### src/rtl/digit_entry_if.sv
// Signal bundle between the raw board inputs (KEY[0], SW[3:0]) and the
// debounced digit strobes consumed by the lock FSM and display decoder.
interface digit_entry_if;
  logic       key_n;
  logic [3:0] sw;
  logic [3:0] digit;
  logic       digit_valid;
  logic       digit_bad;
  logic [2:0] entry_count;
  logic       key_stable;

  // master: the side that owns the raw button/switches and consumes strobes
  modport master (
    output key_n,
    output sw,
    input  digit,
    input  digit_valid,
    input  digit_bad,
    input  entry_count,
    input  key_stable
  );

  // slave: the digit_entry block itself
  modport slave (
    input  key_n,
    input  sw,
    output digit,
    output digit_valid,
    output digit_bad,
    output entry_count,
    output key_stable
  );
endinterface

### src/rtl/digit_entry.sv
// Synchronises and debounces the entry button, then issues one registered
// digit strobe (with the captured switch value) per accepted press.
module digit_entry #(
  parameter int DEBOUNCE_CYCLES = 16,
  parameter int CNT_W           = 20
) (
  input logic          clk,
  input logic          rst_n,
  digit_entry_if.slave bus
);

  typedef enum logic [1:0] {
    IDLE,
    PRESS_WAIT,
    PRESSED,
    RELEASE_WAIT
  } state_t;

  localparam logic [CNT_W-1:0] CNT_LAST  = CNT_W'(DEBOUNCE_CYCLES - 1);
  localparam logic [2:0]       ENTRY_MAX = 3'd6;

  logic [1:0]       key_sync_reg;
  logic             key_s;
  logic [3:0]       sw_s;

  state_t           state_reg;
  state_t           state_next;
  logic [CNT_W-1:0] cnt_reg;
  logic [CNT_W-1:0] cnt_next;
  logic             accept;

  logic [3:0]       digit_reg;
  logic             digit_valid_reg;
  logic             digit_bad_reg;
  logic [2:0]       entry_count_reg;
  logic             key_stable_reg;

  // Key chain resets to "released" so reset never fakes a press edge.
  always_ff @(posedge clk or negedge rst_n) begin
    if (!rst_n) begin
      key_sync_reg <= 2'b11;
    end else begin
      key_sync_reg <= {key_sync_reg[0], bus.key_n};
    end
  end

  assign key_s = key_sync_reg[1];

  genvar gi;
  generate
    for (gi = 0; gi < 4; gi++) begin : g_sw_sync
      logic [1:0] sync_reg;

      always_ff @(posedge clk or negedge rst_n) begin
        if (!rst_n) begin
          sync_reg <= 2'b00;
        end else begin
          sync_reg <= {sync_reg[0], bus.sw[gi]};
        end
      end

      assign sw_s[gi] = sync_reg[1];
    end
  endgenerate

  always_ff @(posedge clk or negedge rst_n) begin
    if (!rst_n) begin
      state_reg <= IDLE;
      cnt_reg   <= '0;
    end else begin
      state_reg <= state_next;
      cnt_reg   <= cnt_next;
    end
  end

  // Any opposite-level sample in a wait state abandons qualification.
  always_comb begin
    state_next = state_reg;
    cnt_next   = cnt_reg;
    accept     = 1'b0;
    case (state_reg)
      IDLE: begin
        if (!key_s) begin
          state_next = PRESS_WAIT;
          cnt_next   = '0;
        end
      end
      PRESS_WAIT: begin
        if (key_s) begin
          state_next = IDLE;
          cnt_next   = '0;
        end else if (cnt_reg == CNT_LAST) begin
          state_next = PRESSED;
          cnt_next   = '0;
          accept     = 1'b1;
        end else begin
          cnt_next = cnt_reg + CNT_W'(1);
        end
      end
      PRESSED: begin
        if (key_s) begin
          state_next = RELEASE_WAIT;
          cnt_next   = '0;
        end
      end
      RELEASE_WAIT: begin
        if (!key_s) begin
          state_next = PRESSED;
          cnt_next   = '0;
        end else if (cnt_reg == CNT_LAST) begin
          state_next = IDLE;
          cnt_next   = '0;
        end else begin
          cnt_next = cnt_reg + CNT_W'(1);
        end
      end
      default: begin
        state_next = IDLE;
        cnt_next   = '0;
      end
    endcase
  end

  // Decoding state_next keeps key_stable aligned with the state register.
  always_ff @(posedge clk or negedge rst_n) begin
    if (!rst_n) begin
      digit_reg       <= 4'd0;
      digit_valid_reg <= 1'b0;
      digit_bad_reg   <= 1'b0;
      entry_count_reg <= 3'd0;
      key_stable_reg  <= 1'b0;
    end else begin
      digit_valid_reg <= accept;
      key_stable_reg  <= (state_next == PRESSED) || (state_next == RELEASE_WAIT);
      if (accept) begin
        digit_reg     <= sw_s;
        digit_bad_reg <= (sw_s > 4'd9);
        if (entry_count_reg != ENTRY_MAX) begin
          entry_count_reg <= entry_count_reg + 3'd1;
        end
      end
    end
  end

  assign bus.digit       = digit_reg;
  assign bus.digit_valid = digit_valid_reg;
  assign bus.digit_bad   = digit_bad_reg;
  assign bus.entry_count = entry_count_reg;
  assign bus.key_stable  = key_stable_reg;

endmodule
### src/flat_wrapper.sv
// flat-port wrapper written by rule: the top's interface ports become plain ports
module digit_entry_flat 
#(
  parameter int DEBOUNCE_CYCLES = 16,
  parameter int CNT_W           = 20
)
  (clk, rst_n, bus_key_n, bus_sw, bus_digit, bus_digit_valid, bus_digit_bad, bus_entry_count, bus_key_stable);
  digit_entry_if bus_i ();
  input logic clk;
  input logic rst_n;
  input wire logic [$bits(bus_i.key_n)-1:0] bus_key_n;
  input wire logic [$bits(bus_i.sw)-1:0] bus_sw;
  output wire logic [$bits(bus_i.digit)-1:0] bus_digit;
  output wire logic [$bits(bus_i.digit_valid)-1:0] bus_digit_valid;
  output wire logic [$bits(bus_i.digit_bad)-1:0] bus_digit_bad;
  output wire logic [$bits(bus_i.entry_count)-1:0] bus_entry_count;
  output wire logic [$bits(bus_i.key_stable)-1:0] bus_key_stable;
  assign bus_i.key_n = bus_key_n;
  assign bus_i.sw = bus_sw;
  assign bus_digit = bus_i.digit;
  assign bus_digit_valid = bus_i.digit_valid;
  assign bus_digit_bad = bus_i.digit_bad;
  assign bus_entry_count = bus_i.entry_count;
  assign bus_key_stable = bus_i.key_stable;
  digit_entry #(.DEBOUNCE_CYCLES(DEBOUNCE_CYCLES), .CNT_W(CNT_W)) u_core (.clk(clk), .rst_n(rst_n), .bus(bus_i));
endmodule
### config.mk
export PLATFORM = sky130hd
export DESIGN_NAME = digit_entry_flat
export DESIGN_NICKNAME = d
export VERILOG_FILES = /design/src/rtl/digit_entry_if.sv /design/src/rtl/digit_entry.sv /design/src/flat_wrapper.sv
export SDC_FILE = /design/constraint.sdc
export NUM_CORES = 1
export LEC_CHECK = 0
export CAP_MARGIN = 20
export CORE_MARGIN = 5
export CORE_UTILIZATION = 50
export DETAILED_ROUTE_END_ITERATION = 10
export PLACE_DENSITY = 0.68
export SYNTH_ARGS = -nofsm -noshare
export SYNTH_HDL_FRONTEND = slang
export SYNTH_SLANG_ARGS = --single-unit
### constraint.sdc
create_clock -name clk -period 3.7 [get_ports clk]
set_input_delay 0.37 -clock clk [delete_from_list [all_inputs] [get_ports clk]]
set_output_delay 0.37 -clock clk [all_outputs]
set_load 0.05 [all_outputs]
=== Yosys cells after proc, flatten, opt, wreduce, memory -nomap -nowiden ===
Cells that the tools add are included.

* Output and inout bits: 10
* Bits of input ports: 7
* Register bits after elaboration: 42

* Reduce and logical (&&, ||, !) cells: 4
* Muxes and demuxes: 16
* Order comparisons: 1
* Eq/ne operators: 9
* $add $sub $neg: 2

{| class="wikitable"
|+ Operator list
! kind !! count
|-
| 20-bit 2-to-1 mux || 5
|-
| 20-bit one-hot mux with 4 select lines || 1
|-
| 20-bit by 1-bit adder with 20-bit output, second input constant || 1
|-
| 20-bit by 4-bit == test with 1-bit output, second input constant || 1
|-
| 2-bit 2-to-1 mux || 6
|-
| 2-bit == test, second input constant || 4
|-
| 2-bit one-hot mux with 4 select lines || 1
|-
| 4-bit > comparator, second input constant || 1
|-
| 2-bit AND reduction || 2
|-
| 3-bit by 1-bit adder with 3-bit output, second input constant || 1
|-
| 1-bit 2-to-1 mux || 3
|-
| 3-bit != test, second input constant || 1
|-
| 2-bit by 1-bit == test with 1-bit output, second input constant || 1
|-
| 2-bit logical NOT || 1
|-
| 2-bit by 1-bit != test with 1-bit output, second input constant || 1
|-
| 2-bit != test, second input constant || 1
|-
| 1-bit logical OR || 1
|}

=== Logic depth before layout (Yosys ltp) ===
* Word-level depth: 6
* Mapped depth: 8

=== Least setup slack after synthesis ===
Ideal clock, no wire load.

* Kind: register -> register
* Start: register u_core.cnt_reg[8]
* End: register u_core.cnt_reg[17]
* Setup slack: 1.740 ns
* Path buffers: 1
* Data arrival time: 1.842 ns
* Cell stages (with the launch flop): 7
* Library setup time: 0.118 ns
* Clock period less this slack: 1.960 ns
* Required time: 3.582 ns
* Cell sequence: dfrtp_1 > or4_4 > nand4b_4 > o211a_1 > buf_6 > a32o_1 > a21o_1

* Cells in the longest elaborated chain, start to end: 4

{| class="wikitable"
|+ RTL lines
! what !! line !! source
|-
| from (decl) || digit_entry.sv:28 || <nowiki>logic [CNT_W-1:0] cnt_reg;</nowiki>
|-
| from (signal assigned) || digit_entry.sv:72 || <nowiki>cnt_reg <= cnt_next;</nowiki>
|-
| 20-bit by 1-bit adder with 20-bit output / 20-bit by 4-bit == test with 1-bit output (equally long branches) || - ||
|-
| 20-bit 2-to-1 mux * || digit_entry.sv:92, digit_entry.sv:110 ||
|-
| 20-bit 2-to-1 mux, on equally long branches || digit_entry.sv:107, digit_entry.sv:89 ||
|-
| 20-bit one-hot mux with 4 select lines * || digit_entry.sv:81 || <nowiki>case (state_reg)</nowiki>
|}

Mark *: on every way between the ends. The rest lies on a longest branch, timed or not.
A chain may end at the register's enable or synchronous reset.

=== Final worst setup path ===
Same ends and word-level chain as after synthesis.

==> flow_summary.toml <==
[power_and_ir_drop]
seq_power_share_pct = 58.4
internal_power_uw = 609
p_per_area_mw_per_mm2 = 364
swShare_pct = 24.5
p_total_uw = 807
p_switching_uw = 198
power_frac_comb_pct = 5.2
clkPwrFrac_pct = 36.3
p_leak_uw = 0.000938
ir_worst_vdd_mv = 0.227

[clock_network]
cts_buffer_depth = 2
cts_buffers = 5
postCtsHoldBufs = 0
cts-root-buf = "clkbuf_8"
clock_latency_ps = 290
cts.repair.resized = 0
path_clk_slew_ps = 80
h-tree-depth = 2
post_cts_buffers = 0
cts_tree = "built"
cts.sinks = 41

[worst_setup_path]
worstSetupPathType = "reg -> reg"
rr_worst_depth = 5
worst_setup_path_start_kind = "register"
cp-end-kind = "register"
rr_startpoint = "u_core.cnt_reg[8]"
rrSetupSlack_ps = 1300
rr_endpoint = "u_core.cnt_reg[17]"
critPathMaxFanout = 28
worstPathRequired_ps = 3890
critPathArrivalTime_ps = 2590

[floorplanning]
row_count = 22
io_pins = 17
die-area_sq_mm = 0.00531
coreArea_sq_mm = 0.00374
die_h_um = 72.9
start_util_pct = 52.8
chipWidth_um = 72.9

[sta]
layout_min_cycle_time_ps = 2400
min_period_over_period_pct = 64.7
worst_slew_pin_slew_ps = 873
relSlewSlack_pct = 41.8
finalClockSkew_ps = 4.27
rsz0062_at_grt = "false"
final_hold_viol_count = 0
slew_violations = 0
fmaxAchievable_mhz = 417
fin_tns_setup_ps = 0
setup_violations = 0

[logic_synthesis]
synthTopCellsByCount = "dfrtp_1 (39), nand2_1 (15), nand3_1 (13), a31oi_1 (12)"
ys_top_cells_by_area = "dfrtp_1 (49%), a31oi_1 (3.8%), nand3_1 (3.3%), nor4_4 (3.2%), mux2_4 (3.0%)"
ys_seq_area_share_pct = 52.0
ys.flop_type = "dfrtp_1"
synth_edf_count = 0
ys_warn_count = 0
avgSynthCellArea_sq_um = 11.1
synth_cells = 178
synth_top_cell_area_share_pct = 49.4
async_flop_share_pct = 100
synthDistinctLibCells = 44
syn_area_sq_mm = 0.00198
synth_nets = 188
synth_seq_cells = 41
yosys.area.top_type = "dfrtp_1"
synth.most_common_cell = "dfrtp_1"

[route]
ant_nets = 0
dr_wl_met2_mm = 1.78
firstDrtPassIters = 4
wl_per_cell_um = 15.7
wl_met1_mm = 1.75
highest_layer = "met4"
vias = 1458
first_iter_violations = 91
finalWirelength_mm = 3.79
via_per_inst = 6.02
dr_wl_met3_um = 208
drc = 0

[global_route]
overflow = 0
grt_max_degree = 42
grt_pass1_vias = 1479
antenna_found_initial = 0
grt.total_usage_pct = 16.5
grt_pass1_wl_mm = 6.78

[final_layout]
fin_nets = 203
syn2layout_area_growth_pct = 12.2
diodes = 0
drive_above_1_share_pct = 12.9
largest_reg_flops = 20
fin_util_pct = 59.3
fillers = 307

[placed_design]
io_buffers = 16
place_congestion = 0.936
dp.final_hpwl_mm = 2.63

[flow_run]
maxCapViolations = 0

[outcome]
status = "completed"

[worst_hold_path]
hold_class = "in -> async"
cell families after synthesis:
| family | share of synthesized area, % |
|---|---|
| and+or+nand+nor | 20.2 |
| AOI/OAI and AO/OA | 15.1 |
| DFF | 52.0 |
| buffers and inverters | 5.32 |
| muxes | 4.56 |
| adders and majority gates | 1.90 |
| xor gates and xnor gates | 0.886 |
metal layers:
metal  up-vias  GRT usage (%)
li1        688              -
met1       728           21.9
met2        35           25.3
met3         7           5.37
met4         0           6.35
met5         -              0
placed cells by master (no fill, tap or decap), types with 2 or more instances in the layout:
cell type and instances:
dfrtp_1 39, nand2_1 15, clkdlybuf4s50_1 15, nand3_1 13, a31oi_1 12, inv_1 11, a21oi_1 11, nor2_1 7
and3_1 5, clkbuf_8 5, nand4_1 4, o21ai_0 4, mux2_4 4, nor4_4 3, mux2i_1 3, a41oi_1 3
or3_1 3, o21ai_1 3, ha_1 3, xnor2_1 2, o211ai_1 2, nand2b_1 2, dfstp_2 2
worst max-delay path, stage by stage (launching register included):
cell and delay (ps):
dfrtp_1 440, or4_4 550, nand4b_4 210, o211a_1 570, a32o_1 370, a21o_1 140
power by group through the flow:
| stage | logic, uW | clock network (uW) | registers, uW |
|---|---|---|---|
| 2_1_floorplan | 25.7 | 0 | 478 |
| 3_3_place_gp | 41.4 | 0 | 479 |
| 3_5_place_dp | 43.0 | 0 | 480 |
| 4_1_cts | 42.9 | 302 | 471 |
| 5_1_grt | 47.8 | 324 | 474 |
| 6_report | 42.3 | 293 | 471 |
through the flow:
| step | instance area, sq um | setup slack (ps) | hold slack, ps | std cells |
|---|---|---|---|---|
| final | 2220 | 1300 | 185 | 242 |
| after global routing | 2220 | 1230 | 276 | 242 |
| after CTS | 2220 | 1330 | 217 | 242 |
| after detailed placement | 2130 | 1340 | 344 | 234 |
| after global placement | 2130 | 1400 | 333 | 234 |
| after floorplan | 1980 | 1740 | 74.4 | 178 |
worst max path at each step:
stage | startpoint | endpoint | slack, ps | cells past startpoint
after floorplan | u_core.cnt_reg[8] | u_core.cnt_reg[17] | 1740 | 6
after global placement | u_core.cnt_reg[8] | u_core.cnt_reg[17] | 1400 | 5
after global routing | u_core.cnt_reg[7] | u_core.cnt_reg[6] | 1230 | 5
final | u_core.cnt_reg[8] | u_core.cnt_reg[17] | 1300 | 5
after detailed placement | u_core.cnt_reg[7] | u_core.cnt_reg[17] | 1340 | 5
after CTS | u_core.cnt_reg[7] | u_core.cnt_reg[17] | 1330 | 5
layout make-up:
cell class	count	area, sq um	share of cell area (%)
Sequential cell	41	1030	46.4
Clock buffer	5	68.8	3.10
Clock inverter	3	21.3	0.959
Inverter	11	41.3	1.86
Multi-Input combinational cell	118	843	38.0
Timing Repair Buffer	16	155	6.99
Tap cell	48	60.1	2.71
Power figures use the tool's default switching activity.
==> edit 1 (same flow settings) <==
`CNT_W` is set to 20 in 2 places; all go to 40.
--- a/src/rtl/digit_entry.sv
+++ b/src/rtl/digit_entry.sv
@@ -2,7 +2,7 @@
 // digit strobe (with the captured switch value) per accepted press.
 module digit_entry #(
   parameter int DEBOUNCE_CYCLES = 16,
-  parameter int CNT_W           = 20
+  parameter int CNT_W           = 40
 ) (
   input logic          clk,
   input logic          rst_n,
--- a/src/flat_wrapper.sv
+++ b/src/flat_wrapper.sv
@@ -2,7 +2,7 @@
 module digit_entry_flat 
 #(
   parameter int DEBOUNCE_CYCLES = 16,
-  parameter int CNT_W           = 20
+  parameter int CNT_W           = 40
 )
   (clk, rst_n, bus_key_n, bus_sw, bus_digit, bus_digit_valid, bus_digit_bad, bus_entry_count, bus_key_stable);
   digit_entry_if bus_i ();
Function: no difference found for any inputs over 10 cycles, from zero or initial values and one cycle with rst_n low; that may be too few to reach the edited logic, so the function may still have changed.
==> edit 1 against the unedited design <==
Routed wire length increased by 88%. Final area increased by 60%. Total power increased by 68%. Sequential power increased by 45%. Utilization increased by 0.078 points. Sequential cell count increased by 20. Via count increased by 80%. Worst setup slack improved by 0.038 ns. First-iteration DRC count increased by 97%. Largest cell class unchanged. Critical path depth unchanged. Worst hold slack got worse by 0.15 ns. Area after synthesis increased by 57%. Cell count increased by 73%.
==> edit 1: results (changes against the unedited design) <==
Routing:
- The average wire per standard cell is 17.0 µm (was 15.7 µm).
- The post-route met1 wirelength is 3430 µm (was 1750 µm).
- The number of detailed-routing iterations run before antenna repair is 5 (was 4).
- The starting DRC count in detailed routing came to 179 (was 91).
- The length of routed met3 wiring is 327 µm (was 208 µm).
- The wire length on met2 is 3190 µm (was 1780 µm).

Power and ir drop:
- The cell leakage power is 0.00147 µW (was 0.000938 µW).
- The power density over the cells was 381 mW/mm² (was 364 mW/mm²).
- The peak supply drop is 0.191 mV (was 0.227 mV).
- The power consumed by the clock network is 615 µW (was 293 µW).

Timing:
- The worst slew margin relative to its limit is 44.0% (was 41.8%).
- The worst clock skew is 0.00842 ns (was 0.00427 ns).

Run status:
- Status: finished clean (unchanged).

Placement:
- The worst setup timing slack at the placement stage is 1.35 ns (was 1.34 ns).

Cells and area:
- The final-stage net count is 349 (was 203).
- The flip-flop count of the largest register after layout is 40 (was 20).
- The fraction of layout instances using a drive strength above 1 is 12.2% (was 12.9%).

Yosys:
- Top post-synthesis cells by area: sky130_fd_sc_hd__dfrtp_1 (47%), sky130_fd_sc_hd__a31oi_1 (3.8%), sky130_fd_sc_hd__nand2_1 (3.7%), sky130_fd_sc_hd__nand3_1 (3.7%), sky130_fd_sc_hd__o21ai_0 (3.2%) (was sky130_fd_sc_hd__dfrtp_1 (49%), sky130_fd_sc_hd__a31oi_1 (3.8%), sky130_fd_sc_hd__nand3_1 (3.3%), sky130_fd_sc_hd__nor4_4 (3.2%), sky130_fd_sc_hd__mux2_4 (3.0%)).
- The unique cell type count in the Yosys netlist is 49 (was 44).

Clock network:
- The number of clock buffers inserted by TritonCTS was 9 (was 5).
- The number of levels the H-tree was split into is 3 (was 2).
- The clock latency of the later-clocked register in the worst-skew pair is 0.34 ns (was 0.29 ns).

Setup path:
- The master of the slowest instance on the critical path is sky130_fd_sc_hd__a31o_2 (was sky130_fd_sc_hd__o211a_1).
- The top fanout value on the critical path is 26 (was 28).

Global routing:
- The via count of the first global-routing pass is 2511 (was 1479).
- The met1 routing resource usage after global routing is 28.7% (was 21.9%).
- The global-route wire length before repair is 12500 µm (was 6780 µm).
- The met3 global-route usage came to 4.00% (was 5.37%).
- The maximum number of pins on one net before global-route repair is 40 (was 42).
==> edit 1: worst paths after layout <==
| path | startpoint | end | slack [ns] | cells past startpoint |
|---|---|---|---|---|
| max in group asynchronous | rst_n | u_core.key_sync_reg[0]$_DFF_PN1_ | 2.75 | 2 |
| worst max register to register | u_core.cnt_reg[5]$_DFFE_PN0P_ | u_core.cnt_reg[9]$_DFFE_PN0P_ | 1.34 | 5 |
| worst min register to register | u_core.g_sw_sync[0].sync_reg[0]$_DFF_PN0_ | u_core.g_sw_sync[0].sync_reg[1]$_DFF_PN0_ | 0.35 | 0 |
| min in group clk | u_core.g_sw_sync[0].sync_reg[0]$_DFF_PN0_ | u_core.g_sw_sync[0].sync_reg[1]$_DFF_PN0_ | 0.35 | 0 |
| worst min-delay path | rst_n | u_core.g_sw_sync[0].sync_reg[1]$_DFF_PN0_ | 0.04 | 1 |
| worst max-delay path | u_core.cnt_reg[5]$_DFFE_PN0P_ | u_core.cnt_reg[9]$_DFFE_PN0P_ | 1.34 | 5 |
==> edit 1: logic make-up after synthesis <==
kind of cell	share of synthesized area, %
adder cells (fa/ha/maj)	1.21
AND/OR/NAND/NOR	25.3
buffers and inverters	3.74
flip-flops	49.2
multiplexers	3.58
AO/OA/AOI/OAI	16.5
XOR/XNOR	0.563
==> edit 1: cell type report <==
cell class	count	area [µm²]
clock buffer	10	138
clock inverter	6	72.6
fill	515	2440
inverter	13	48.8
multi-input combinational	233	1480
sequential	61	1530
tap	75	93.8
timing repair buffer	21	193
==> edit 1: per-stage QoR <==
step                      instances  cell area (µm²)
after global placement          403             3340
after global routing            419             3550
after CTS                       419             3550
after floorplan                 321             3110
final                           419             3550
after detailed placement        403             3340
==> edit 2 (same settings) <==
Made on the original files. The 4 states of `state_t` get a Gray code encoding in 2 bits.
--- a/src/rtl/digit_entry.sv
+++ b/src/rtl/digit_entry.sv
@@ -10,10 +10,10 @@
 );
 
   typedef enum logic [1:0] {
-    IDLE,
-    PRESS_WAIT,
-    PRESSED,
-    RELEASE_WAIT
+    IDLE         = 2'b00,
+    PRESS_WAIT   = 2'b01,
+    PRESSED      = 2'b11,
+    RELEASE_WAIT = 2'b10
   } state_t;
 
   localparam logic [CNT_W-1:0] CNT_LAST  = CNT_W'(DEBOUNCE_CYCLES - 1);
Function: same outputs for any inputs over 10 cycles, from zero or initial values and one cycle with rst_n low; not proved beyond that.
==> edit 2 against the unedited design <==
Routed wire length fell by 4.9%. Via count down 4.5%. Sequential share of layout area shrank 1.4 points. Area after synthesis is 0.32% lower. Final area up 3.1%. Clock skew is 0.00077 ns higher. Sequential cell count unchanged. Worst setup slack better by 0.042 ns. Largest cell class unchanged.
Power is not compared: it rests on default switching activity, and its combinational part moved more than twofold at a synthesized area within 25%.
==> edit 2: results (changes against the unedited design) <==
Routing:
- The number of detailed-routing iterations run before antenna repair came to 5 (was 4).
- The length of routed met3 wiring is 157 µm (was 208 µm).
- The starting DRC count in detailed routing is 121 (was 91).
- The post-route met1 wirelength was 1640 µm (was 1750 µm).
- The wire length on met2 is 1750 µm (was 1780 µm).

Cells and area:
- The multi-input combinational area share is 38.9% (was 38.0%).
- The number of clock buffers in the layout is 7 (was 5).
- The fraction of area in non-clock buffers was 6.78% (was 6.99%).
- The flip-flop and latch count is 41 (unchanged).
- The inverter count is 10 (was 11).
- The clock distribution area overhead in the final layout is 5.09% (was 4.06%).
- The number of combinational gates with multiple inputs is 125 (was 118).
- The non-filler instance count after layout was 248 (was 242).
- The fraction of layout instances using a drive strength above 1 was 12.0% (was 12.9%).
- The final-stage net count was 214 (was 203).
- The share of the final layout cell area in sequential cells was 45.0% (was 46.4%).

Global routing:
- The via count of the first global-routing pass was 1351 (was 1479).
- The global-route wire length before repair is 6440 µm (was 6780 µm).

Setup path:
- The master of the slowest instance on the critical path is sky130_fd_sc_hd__nor2_1 (was sky130_fd_sc_hd__o211a_1).
- The launch point of the worst reg-to-reg path is u_core.cnt_reg[0]$_DFFE_PN0P_ (was u_core.cnt_reg[8]$_DFFE_PN0P_).
- The reg-to-reg critical path endpoint is u_core.cnt_reg[15]$_DFFE_PN0P_ (was u_core.cnt_reg[17]$_DFFE_PN0P_).

Placement:
- The post-detailed-placement cell area came to 0.00217 mm² (was 0.00213 mm²).
- The total instance count after detailed placement came to 240 (was 234).
- The half-perimeter wire length after placement was 2610 µm (was 2630 µm).

Yosys:
- The register area share after synthesis came to 52.2% (was 52.0%).
- Top cells by instance count after synthesis: sky130_fd_sc_hd__dfrtp_1 (39), sky130_fd_sc_hd__nor2_1 (19), sky130_fd_sc_hd__nand2_1 (16) (was sky130_fd_sc_hd__dfrtp_1 (39), sky130_fd_sc_hd__nand2_1 (15), sky130_fd_sc_hd__nand3_1 (13)).
- The synthesized netlist net count came to 194 (was 188).
- Top post-synthesis cells by area: sky130_fd_sc_hd__dfrtp_1 (50%), sky130_fd_sc_hd__ha_1 (5.1%), sky130_fd_sc_hd__xor2_1 (4.0%), sky130_fd_sc_hd__nor2_1 (3.6%), sky130_fd_sc_hd__nor4_4 (3.2%) (was sky130_fd_sc_hd__dfrtp_1 (49%), sky130_fd_sc_hd__a31oi_1 (3.8%), sky130_fd_sc_hd__nand3_1 (3.3%), sky130_fd_sc_hd__nor4_4 (3.2%), sky130_fd_sc_hd__mux2_4 (3.0%)).

Timing:
- The worst clock skew was 0.00503 ns (was 0.00427 ns).
- The worst slew margin relative to its limit is 42.1% (was 41.8%).

Run status:
- Status: finished clean (unchanged).
==> edit 2: cell families after synthesis <==
kind of cell    share of synthesized area (%)
simple gates                             20.0
flops                                    52.2
compound gates                           10.7
buf+inv                                  2.67
xor+xnor                                 5.33
fa+ha+maj                                5.08
mux                                      4.06
==> edit 2: worst max-delay path by stage <==
stage | startpoint | to | slack (ns) | cells after the start
floorplan | u_core.bus.key_stable$_DFF_PN0_ | u_core.cnt_reg[15]$_DFFE_PN0P_ | 1.41 | 7
global placement | u_core.cnt_reg[0]$_DFFE_PN0P_ | u_core.cnt_reg[15]$_DFFE_PN0P_ | 1.49 | 6
detailed placement | u_core.cnt_reg[0]$_DFFE_PN0P_ | u_core.cnt_reg[15]$_DFFE_PN0P_ | 1.34 | 6
CTS | u_core.cnt_reg[0]$_DFFE_PN0P_ | u_core.cnt_reg[15]$_DFFE_PN0P_ | 1.32 | 6
global route | u_core.cnt_reg[0]$_DFFE_PN0P_ | u_core.cnt_reg[15]$_DFFE_PN0P_ | 1.14 | 6
finish | u_core.cnt_reg[0]$_DFFE_PN0P_ | u_core.cnt_reg[15]$_DFFE_PN0P_ | 1.35 | 6
==> edit 2: power by group through the flow <==
stage	sequential [µW]	combinational (µW)	clock, µW
after floorplan	481	122	0
after global placement	484	151	0
after detailed placement	486	158	0
after CTS	476	160	375
after global routing	479	183	396
final	476	157	368
==> edit 2: worst register-to-register path: cells and delay by family (launching register included) <==
| family | cells | cell delay [ns] |
|---|---|---|
| fa+ha+maj | 1 | 0.19 |
| compound gates | 2 | 0.46 |
| simple gates | 3 | 1.17 |
| flops | 1 | 0.39 |
==> edit 2: routing by layer <==
metal	up-vias	track usage, %
met2	31	23.3
met5	-	0
met4	0	6.56
li1	677	-
met3	7	4.41
met1	678	21.9
